$ cat config.mk
export PLATFORM = sky130hd
export DESIGN_NAME = tbird_light_sequencer
export DESIGN_NICKNAME = d
export VERILOG_FILES = /design/src/rtl/tbird_light_sequencer.sv
export SDC_FILE = /design/constraint.sdc
export NUM_CORES = 1
export LEC_CHECK = 0
export BUFFER_PORTS_ARGS = -buffer_cell sky130_fd_sc_hd__buf_4
export CORE_AREA = 2 2 39 41
export CTS_CLUSTER_DIAMETER = 200
export DETAILED_ROUTE_END_ITERATION = 8
export DIE_AREA = 0 0 41 43
export GPL_TIMING_DRIVEN = 0
export SYNTH_ARGS = -nofsm -noshare
export SYNTH_HDL_FRONTEND = slang
export SYNTH_SLANG_ARGS = --single-unit
$ cat constraint.sdc
create_clock -name clk -period 2.93 [get_ports clk]
set_clock_uncertainty 0.05 [all_clocks]
set_input_delay 0.293 -clock clk [delete_from_list [all_inputs] [get_ports clk]]
set_output_delay 0.293 -clock clk [all_outputs]
set_load 0.03 [all_outputs]
$ cat src/rtl/tbird_light_sequencer.sv
// -----------------------------------------------------------------------------
// tbird_light_sequencer
//
// Tail-lamp sequencer for a 3+3 lamp arrangement. Left and right turn requests
// (and both together for hazard) start a fixed lamp sequence. Each lamp step
// is paced by an internal prescaler, so every non-idle state lasts exactly
// TICK_DIV clock cycles. Once a sequence starts it always runs to completion.
// Requests are sampled only in IDLE.
//
// Ports:
//   clk        system clock, all state changes on the rising edge
//   reset      synchronous, active-high reset (returns to IDLE, count 0)
//   Left       left turn request, level-sensitive
//   Right      right turn request, level-sensitive
//   y          lamp drive {LC,LB,LA,RA,RB,RC}, 1 = lamp on
//   busy       1 in every state other than IDLE
//   step_tick  1 on the last cycle of each lamp step (debug strobe)
// -----------------------------------------------------------------------------
module tbird_light_sequencer #(
    parameter int TICK_DIV = 4
) (
    input  logic       clk,
    input  logic       reset,
    input  logic       Left,
    input  logic       Right,
    output logic [5:0] y,
    output logic       busy,
    output logic       step_tick
);

    localparam int CW = (TICK_DIV > 1) ? $clog2(TICK_DIV) : 1;
    localparam logic [CW-1:0] LAST = CW'(TICK_DIV - 1);

    typedef enum logic [3:0] {
        IDLE = 4'd0,
        L1   = 4'd1,
        L2   = 4'd2,
        L3   = 4'd3,
        R1   = 4'd4,
        R2   = 4'd5,
        R3   = 4'd6,
        HAZ  = 4'd7,
        REST = 4'd8
    } state_t;

    state_t        state;
    state_t        state_next;
    logic [CW-1:0] count;
    logic [CW-1:0] count_next;

    // State register and prescaler count.
    always_ff @(posedge clk) begin
        if (reset) begin
            state <= IDLE;
            count <= '0;
        end else begin
            state <= state_next;
            count <= count_next;
        end
    end

    // Next-state, prescaler and Moore output decode.
    always_comb begin
        state_next = state;
        count_next = '0;
        y          = 6'b000_000;
        busy       = 1'b0;
        step_tick  = 1'b0;

        case (state)
            IDLE: begin
                // Both switches together always win as hazard.
                if (Left && Right) begin
                    state_next = HAZ;
                end else if (Left) begin
                    state_next = L1;
                end else if (Right) begin
                    state_next = R1;
                end else begin
                    state_next = IDLE;
                end
            end

            L1, L2, L3, R1, R2, R3, HAZ, REST: begin
                busy       = 1'b1;
                step_tick  = (count == LAST);
                count_next = step_tick ? '0 : count + CW'(1);

                case (state)
                    L1:      y = 6'b001_000;
                    L2:      y = 6'b011_000;
                    L3:      y = 6'b111_000;
                    R1:      y = 6'b000_100;
                    R2:      y = 6'b000_110;
                    R3:      y = 6'b000_111;
                    HAZ:     y = 6'b111_111;
                    default: y = 6'b000_000;
                endcase

                if (step_tick) begin
                    case (state)
                        L1:      state_next = L2;
                        L2:      state_next = L3;
                        L3:      state_next = REST;
                        R1:      state_next = R2;
                        R2:      state_next = R3;
                        R3:      state_next = REST;
                        HAZ:     state_next = REST;
                        default: state_next = IDLE;
                    endcase
                end
            end

            // Unused encodings recover to IDLE on the next edge.
            default: begin
                state_next = IDLE;
            end
        endcase
    end

endmodule

* Yosys cells after proc, flatten, opt, wreduce, memory -nomap -nowiden *
Index checks and enable logic that the tools add are counted.

word-level totals
  register bits = 6
  bits of input ports = 4
  output and inout port bits = 8

operators by class
  add/sub/neg operators = 1
  eq/ne operators = 10
  multiplexer cells = 10
  bitwise logic cells = 1
  reduce and logical (&&, ||, !) cells = 5

operators by type and width
  operator                                                         count
  6-bit case mux with 7 select lines                               1
  4-bit case mux with 5 select lines                               1
  4-bit by 3-bit == test with 1-bit output, second input constant  4
  3-bit 2-to-1 mux                                                 3
  4-bit by 2-bit == test with 1-bit output, second input constant  2
  4-bit case mux with 2 select lines                               1
  8-bit OR reduction                                               1
  6-bit 2-to-1 mux                                                 1
  3-bit OR reduction                                               2
  4-bit by 1-bit == test with 1-bit output, second input constant  1
  4-bit == test, second input constant                             1
  4-bit zero test                                                  1
  4-bit 2-to-1 mux                                                 1
  2-bit by 1-bit adder with 2-bit output, second input constant    1
  2-bit == test, second input constant                             1
  1-bit 2-to-1 mux                                                 2
  2-bit inequality test, second input constant                     1
  1-bit logical AND                                                1
  1-bit NOT                                                        1

* Depth between registers and ports, before layout *
  word-level depth = 5
  depth in mapped cells = 4
  mapped depth without buffers = 4

* Worst setup path after synthesis *
Ideal clock, no wire load.

  path type = flip-flop to output port
  from = reg state[2]
  to = out y[1]
  arrival = 1.302 ns
  data required time = 2.587 ns
  setup slack = 1.285 ns
  stages on the path, launching flop included = 5
  buffers on the path = 1
  path through = dfxtp_1 -> buf_6 -> inv_1 -> nor2_1 -> o21a_1

between the ends
  word-level cells in the longest chain between the ends = 3
  elaborated cells between the ends (all ways) = 11
  those cells by class = 8 x eq/ne; 2 x mux; 1 x reduce/logical

ends and longest elaborated chain
  what                                                                             RTL line  text
  start: declaration                                                               46        state_t state;
  start signal: assignment                                                         57        state <= state_next;
  4-bit by 3-bit == test with 1-bit output, or another cell as far along           70, 89
  6-bit case mux with 7 select lines / 8-bit OR reduction (equally long branches)  89, 70
  6-bit 2-to-1 mux (*)                                                             70        case (state)
  end: declaration                                                                 26        output logic [5:0] y,

Mark *: on every way between the ends. The rest lies on a longest branch, timed or not.

* Worst setup path in the final report *
  from = reg state[2]
  to = out step_tick

between the ends
  word-level cells in the longest chain between the ends = 3
  elaborated cells between the ends (all ways) = 10
  those cells by class = 8 x eq/ne; 1 x mux; 1 x reduce/logical

ends and longest elaborated chain
  what                                                                    RTL line  text
  4-bit by 3-bit == test with 1-bit output, or another cell as far along  70
  8-bit OR reduction (*)                                                  70
  1-bit 2-to-1 mux (*)                                                    70
  end: declaration                                                        28        output logic step_tick

Marked as above.

==> flow_summary.html <==
<table>
<tr><th>Metric</th><th>Value</th></tr>
<tr><th colspan="2">Route</th></tr>
<tr><td>Routed WL</td><td>758 um</td></tr>
<tr><td>Via count</td><td>344</td></tr>
<tr><td>Post-route ant nets</td><td>0</td></tr>
<tr><td>Routed wirelength normalized by instance count</td><td>roughly 10 um</td></tr>
<tr><td>DRC violation count after routing</td><td>0</td></tr>
<tr><td>DRT iter0 DRCs</td><td>7</td></tr>
<tr><td>Via density</td><td>approximately 4.6</td></tr>
<tr><td>DRT Pass-1 Iters</td><td>4</td></tr>
<tr><th colspan="2">Timing</th></tr>
<tr><td>Number of failing setup endpoints in the final timing report</td><td>0</td></tr>
<tr><td>Slew @ Worst Pin</td><td>0.2509 ns</td></tr>
<tr><td>Relative max-transition margin</td><td>0.8325</td></tr>
<tr><td>Max Transition Viols Final</td><td>0</td></tr>
<tr><td>Achievable clock frequency</td><td>593.7 MHz</td></tr>
<tr><td>Final Hold Viols</td><td>0</td></tr>
<tr><td>Fraction of the cycle the final worst path needs</td><td>0.5749</td></tr>
<tr><td>Setup repair after global routing missed its margin</td><td>no</td></tr>
<tr><td>Tmin final</td><td>approximately 1.7 ns</td></tr>
<tr><td>TNS Setup</td><td>0 ns</td></tr>
<tr><th colspan="2">Clocking</th></tr>
<tr><td>Clock slew at the register clock pins of the worst setup and hold paths</td><td>0.05 ns</td></tr>
<tr><td>Post-cts resize count</td><td>0</td></tr>
<tr><td>Root Buffer Master</td><td>clkbuf_4</td></tr>
<tr><td>Clock tree buffer depth</td><td>2</td></tr>
<tr><td>H-tree depth</td><td>1</td></tr>
<tr><td>Hold_buf cts</td><td>0</td></tr>
<tr><td>Number of buffers inserted during clock tree synthesis</td><td>3</td></tr>
<tr><td>Count of buffers added by post-CTS timing repair for setup</td><td>0</td></tr>
<tr><td>CTS tree</td><td>done</td></tr>
<tr><td>Clk sinks</td><td>6</td></tr>
<tr><td>Clock insertion delay at the later pin of the skew report</td><td>between 0.2 and 0.3 ns</td></tr>
<tr><th colspan="2">Yosys</th></tr>
<tr><td>Post-Syn Instances</td><td>between 40 and 50</td></tr>
<tr><td>Async set or reset register ratio after synthesis</td><td>0</td></tr>
<tr><td>Total of flip-flops plus latches after synthesis</td><td>6</td></tr>
<tr><td>Syn. warnings</td><td>0</td></tr>
<tr><td>Most used flip-flop cell after synthesis</td><td>dfxtp_1</td></tr>
<tr><td>Cell type with the largest total area after synthesis</td><td>dfxtp_1</td></tr>
<tr><td>Share of the synthesized area in the top cell type</td><td>0.3158</td></tr>
<tr><td>Seq/Total Area, Yosys</td><td>0.3158</td></tr>
<tr><td>Count of distinct cell types in the synthesized netlist</td><td>25</td></tr>
<tr><td>Count of flip-flops with a built-in enable after synthesis</td><td>0</td></tr>
<tr><td>Post-Synthesis Cell Area</td><td>380.4 um2</td></tr>
<tr><td>Top post-synthesis cells by area</td><td>dfxtp_1, o211a_1, nor3_4, xnor2_2, a21boi_0</td></tr>
<tr><td>Net count of the mapped netlist</td><td>around 50</td></tr>
<tr><td>Mapped Avg Cell Area</td><td>8.645 um2</td></tr>
<tr><th colspan="2">Floorplan</th></tr>
<tr><td>Die boundary width</td><td>41 um</td></tr>
<tr><td>Initial standard-cell utilization of the core</td><td>0.2749</td></tr>
<tr><td>Die footprint</td><td>~0.0018 mm2</td></tr>
<tr><td>Number of I/O pins</td><td>12</td></tr>
<tr><td>Floorplan die height</td><td>approximately 43 um</td></tr>
<tr><td>Core area</td><td>about 0.0014 mm2</td></tr>
<tr><td>Row cnt</td><td>14</td></tr>
<tr><th colspan="2">Worst setup path</th></tr>
<tr><td>Critical path class</td><td>flop to output pin</td></tr>
<tr><td>Flop-to-flop setup slack</td><td>roughly 1.8 ns</td></tr>
<tr><td>Data arrival time at the worst-slack endpoint</td><td>about 1.3 ns</td></tr>
<tr><td>Required time worst endpoint</td><td>~2.6 ns</td></tr>
<tr><td>Endpoint class of the critical path</td><td>output pin</td></tr>
<tr><td>Largest fanout on the critical path</td><td>8</td></tr>
<tr><td>Kind of launch point of the worst setup path</td><td>flop</td></tr>
<tr><th colspan="2">Placed design</th></tr>
<tr><td>Number of port buffers</td><td>11</td></tr>
<tr><td>Final RePlAce weighted congestion</td><td>around 0.7</td></tr>
<tr><td>Post-detailed-placement cell area</td><td>483.0 um2</td></tr>
<tr><td>Instance count after placement with tap cells included</td><td>slightly above 70</td></tr>
<tr><td>Post-detail-place hpwl</td><td>roughly 560 um</td></tr>
<tr><th colspan="2">Power and ir drop</th></tr>
<tr><td>Clock group share of total power</td><td>0.299</td></tr>
<tr><td>Part of the total power dissipated in sequential elements</td><td>0.350</td></tr>
<tr><td>IR drop worst, VDD</td><td>0.1990 mV</td></tr>
<tr><td>Power spent charging and discharging nets</td><td>0.08902 mW</td></tr>
<tr><td>Switching share of total power</td><td>0.3351</td></tr>
<tr><td>Total internal power</td><td>approximately 0.18 mW</td></tr>
<tr><td>Power density over cell area</td><td>525.6 mW/mm2</td></tr>
<tr><td>Leak</td><td>~0.25 nW</td></tr>
<tr><td>Share of total power in combinational logic</td><td>0.351</td></tr>
<tr><th colspan="2">Finish</th></tr>
<tr><td>Count of placed standard cells in the final layout, fillers left out</td><td>74</td></tr>
<tr><td>Area growth syn-to-layout</td><td>32.89%</td></tr>
<tr><td>Net count of the finished layout</td><td>65</td></tr>
<tr><td>Area of all placed cells without fillers</td><td>just over 500 um2</td></tr>
<tr><td>Highest-count cells in the layout ignoring fill and taps</td><td>buf_4, dfxtp_1, nand2_1</td></tr>
<tr><td>Proportion of layout cells with a drive suffix above 1</td><td>0.3448</td></tr>
<tr><td>Most common library cell in the layout ignoring fill and taps</td><td>buf_4</td></tr>
<tr><td>Count of inserted antenna diode cells</td><td>0</td></tr>
<tr><th colspan="2">Global routing</th></tr>
<tr><td>Initial antenna violation count</td><td>0</td></tr>
<tr><td>Maximum number of pins on one net before global-route repair</td><td>11</td></tr>
<tr><td>GR Util All Layers</td><td>0.1078</td></tr>
<tr><td>Global route overflow</td><td>0</td></tr>
<tr><td>Vias in the first global route</td><td>281</td></tr>
<tr><td>First-pass GRT wire length</td><td>roughly 1200 um</td></tr>
<tr><th colspan="2">Status</th></tr>
<tr><td>Outcome</td><td>finished clean</td></tr>
<tr><th colspan="2">Job</th></tr>
<tr><td>Number of max-capacitance violations reported</td><td>0</td></tr>
<tr><th colspan="2">Hold path</th></tr>
<tr><td>Class of the tightest hold or removal check</td><td>input port to flop</td></tr>
</table>
==> power groups by stage <==
| stage | logic (mW) | clock network (mW) | registers, mW |
|---|---|---|---|
| final | 0.0932 | 0.0794 | 0.0931 |
| after global routing | 0.101 | 0.0883 | 0.0943 |
| after CTS | 0.0938 | 0.0814 | 0.0932 |
| after detailed placement | 0.0934 | 0 | 0.0948 |
| after global placement | 0.0937 | 0 | 0.0946 |
| after floorplan | 0.0674 | 0 | 0.0942 |
==> flip-flops by register name (all words and copies together), names as in the netlist <==
signal  flops
state       4
count       2
==> final cells by class <==
type	count	area, um2
tap	16	20.02
fill	152	878.3
multi-input combinational	32	227.7
sequential	6	120.1
inverter	3	11.26
buffer	3	21.27
clock buffer	3	22.52
timing repair buffer	11	82.58
==> routing by layer <==
metal,GRT usage,up-vias,part of all wire
li1,-,182,-
met1,0.1364,150,0.47
met2,0.1375,8,0.45
met3,0.03141,4,0.059
met4,0.1000,0,0.026
met5,0,-,0
==> stage by stage <==
| step | util | setup slack, ns | hold WS, ns | power (mW) |
|---|---|---|---|---|
| after floorplan | - | 1.285 | 0.3121 | 0.1616 |
| after global placement | 0.3490 | 1.504 | 0.4216 | 0.1883 |
| after detailed placement | 0.3490 | 1.507 | 0.4248 | 0.1882 |
| after CTS | 0.3653 | 1.231 | 0.1655 | 0.2683 |
| after global routing | 0.3653 | 1.147 | 0.1714 | 0.2839 |
| final | 0.3653 | 1.246 | 0.1662 | 0.2657 |
==> final timing paths <==
kind                             endpoint     start  cells after the start
worst max-delay path            step_tick  state[2]                      5
worst min register to register   count[0]  count[0]                      1
worst min-delay path             state[3]     reset                      2
worst max register to register   state[0]  count[0]                      4
==> critical path, cell delays in order, from the launching register on <==
cell	delay, ns
dfxtp_1	0.30
buf_6	0.13
nor3_4	0.20
xnor2_2	0.16
and2_1	0.15
buf_4	0.15
==> cell usage after synthesis (2+ instances only) <==
library cell / count
inv_1: 3
a21oi_1: 2
o21ai_0: 2
a21boi_0: 2
and3_1: 2
buf_2: 2
nor2_1: 3
o211a_1: 2
nand2b_1: 2
nand2_1: 4
dfxtp_1: 6
==> logic make-up after synthesis <==
logic type / synth area share
and+or+nand+nor: 0.2697
AOI/OAI and AO/OA: 0.2270
DFF: 0.3158
xor gates and xnor gates: 0.04277
buffers and inverters: 0.08552
adders and majority gates: 0.03289
muxes: 0.02632
Note: power is estimated with default switching activity, not from simulation.
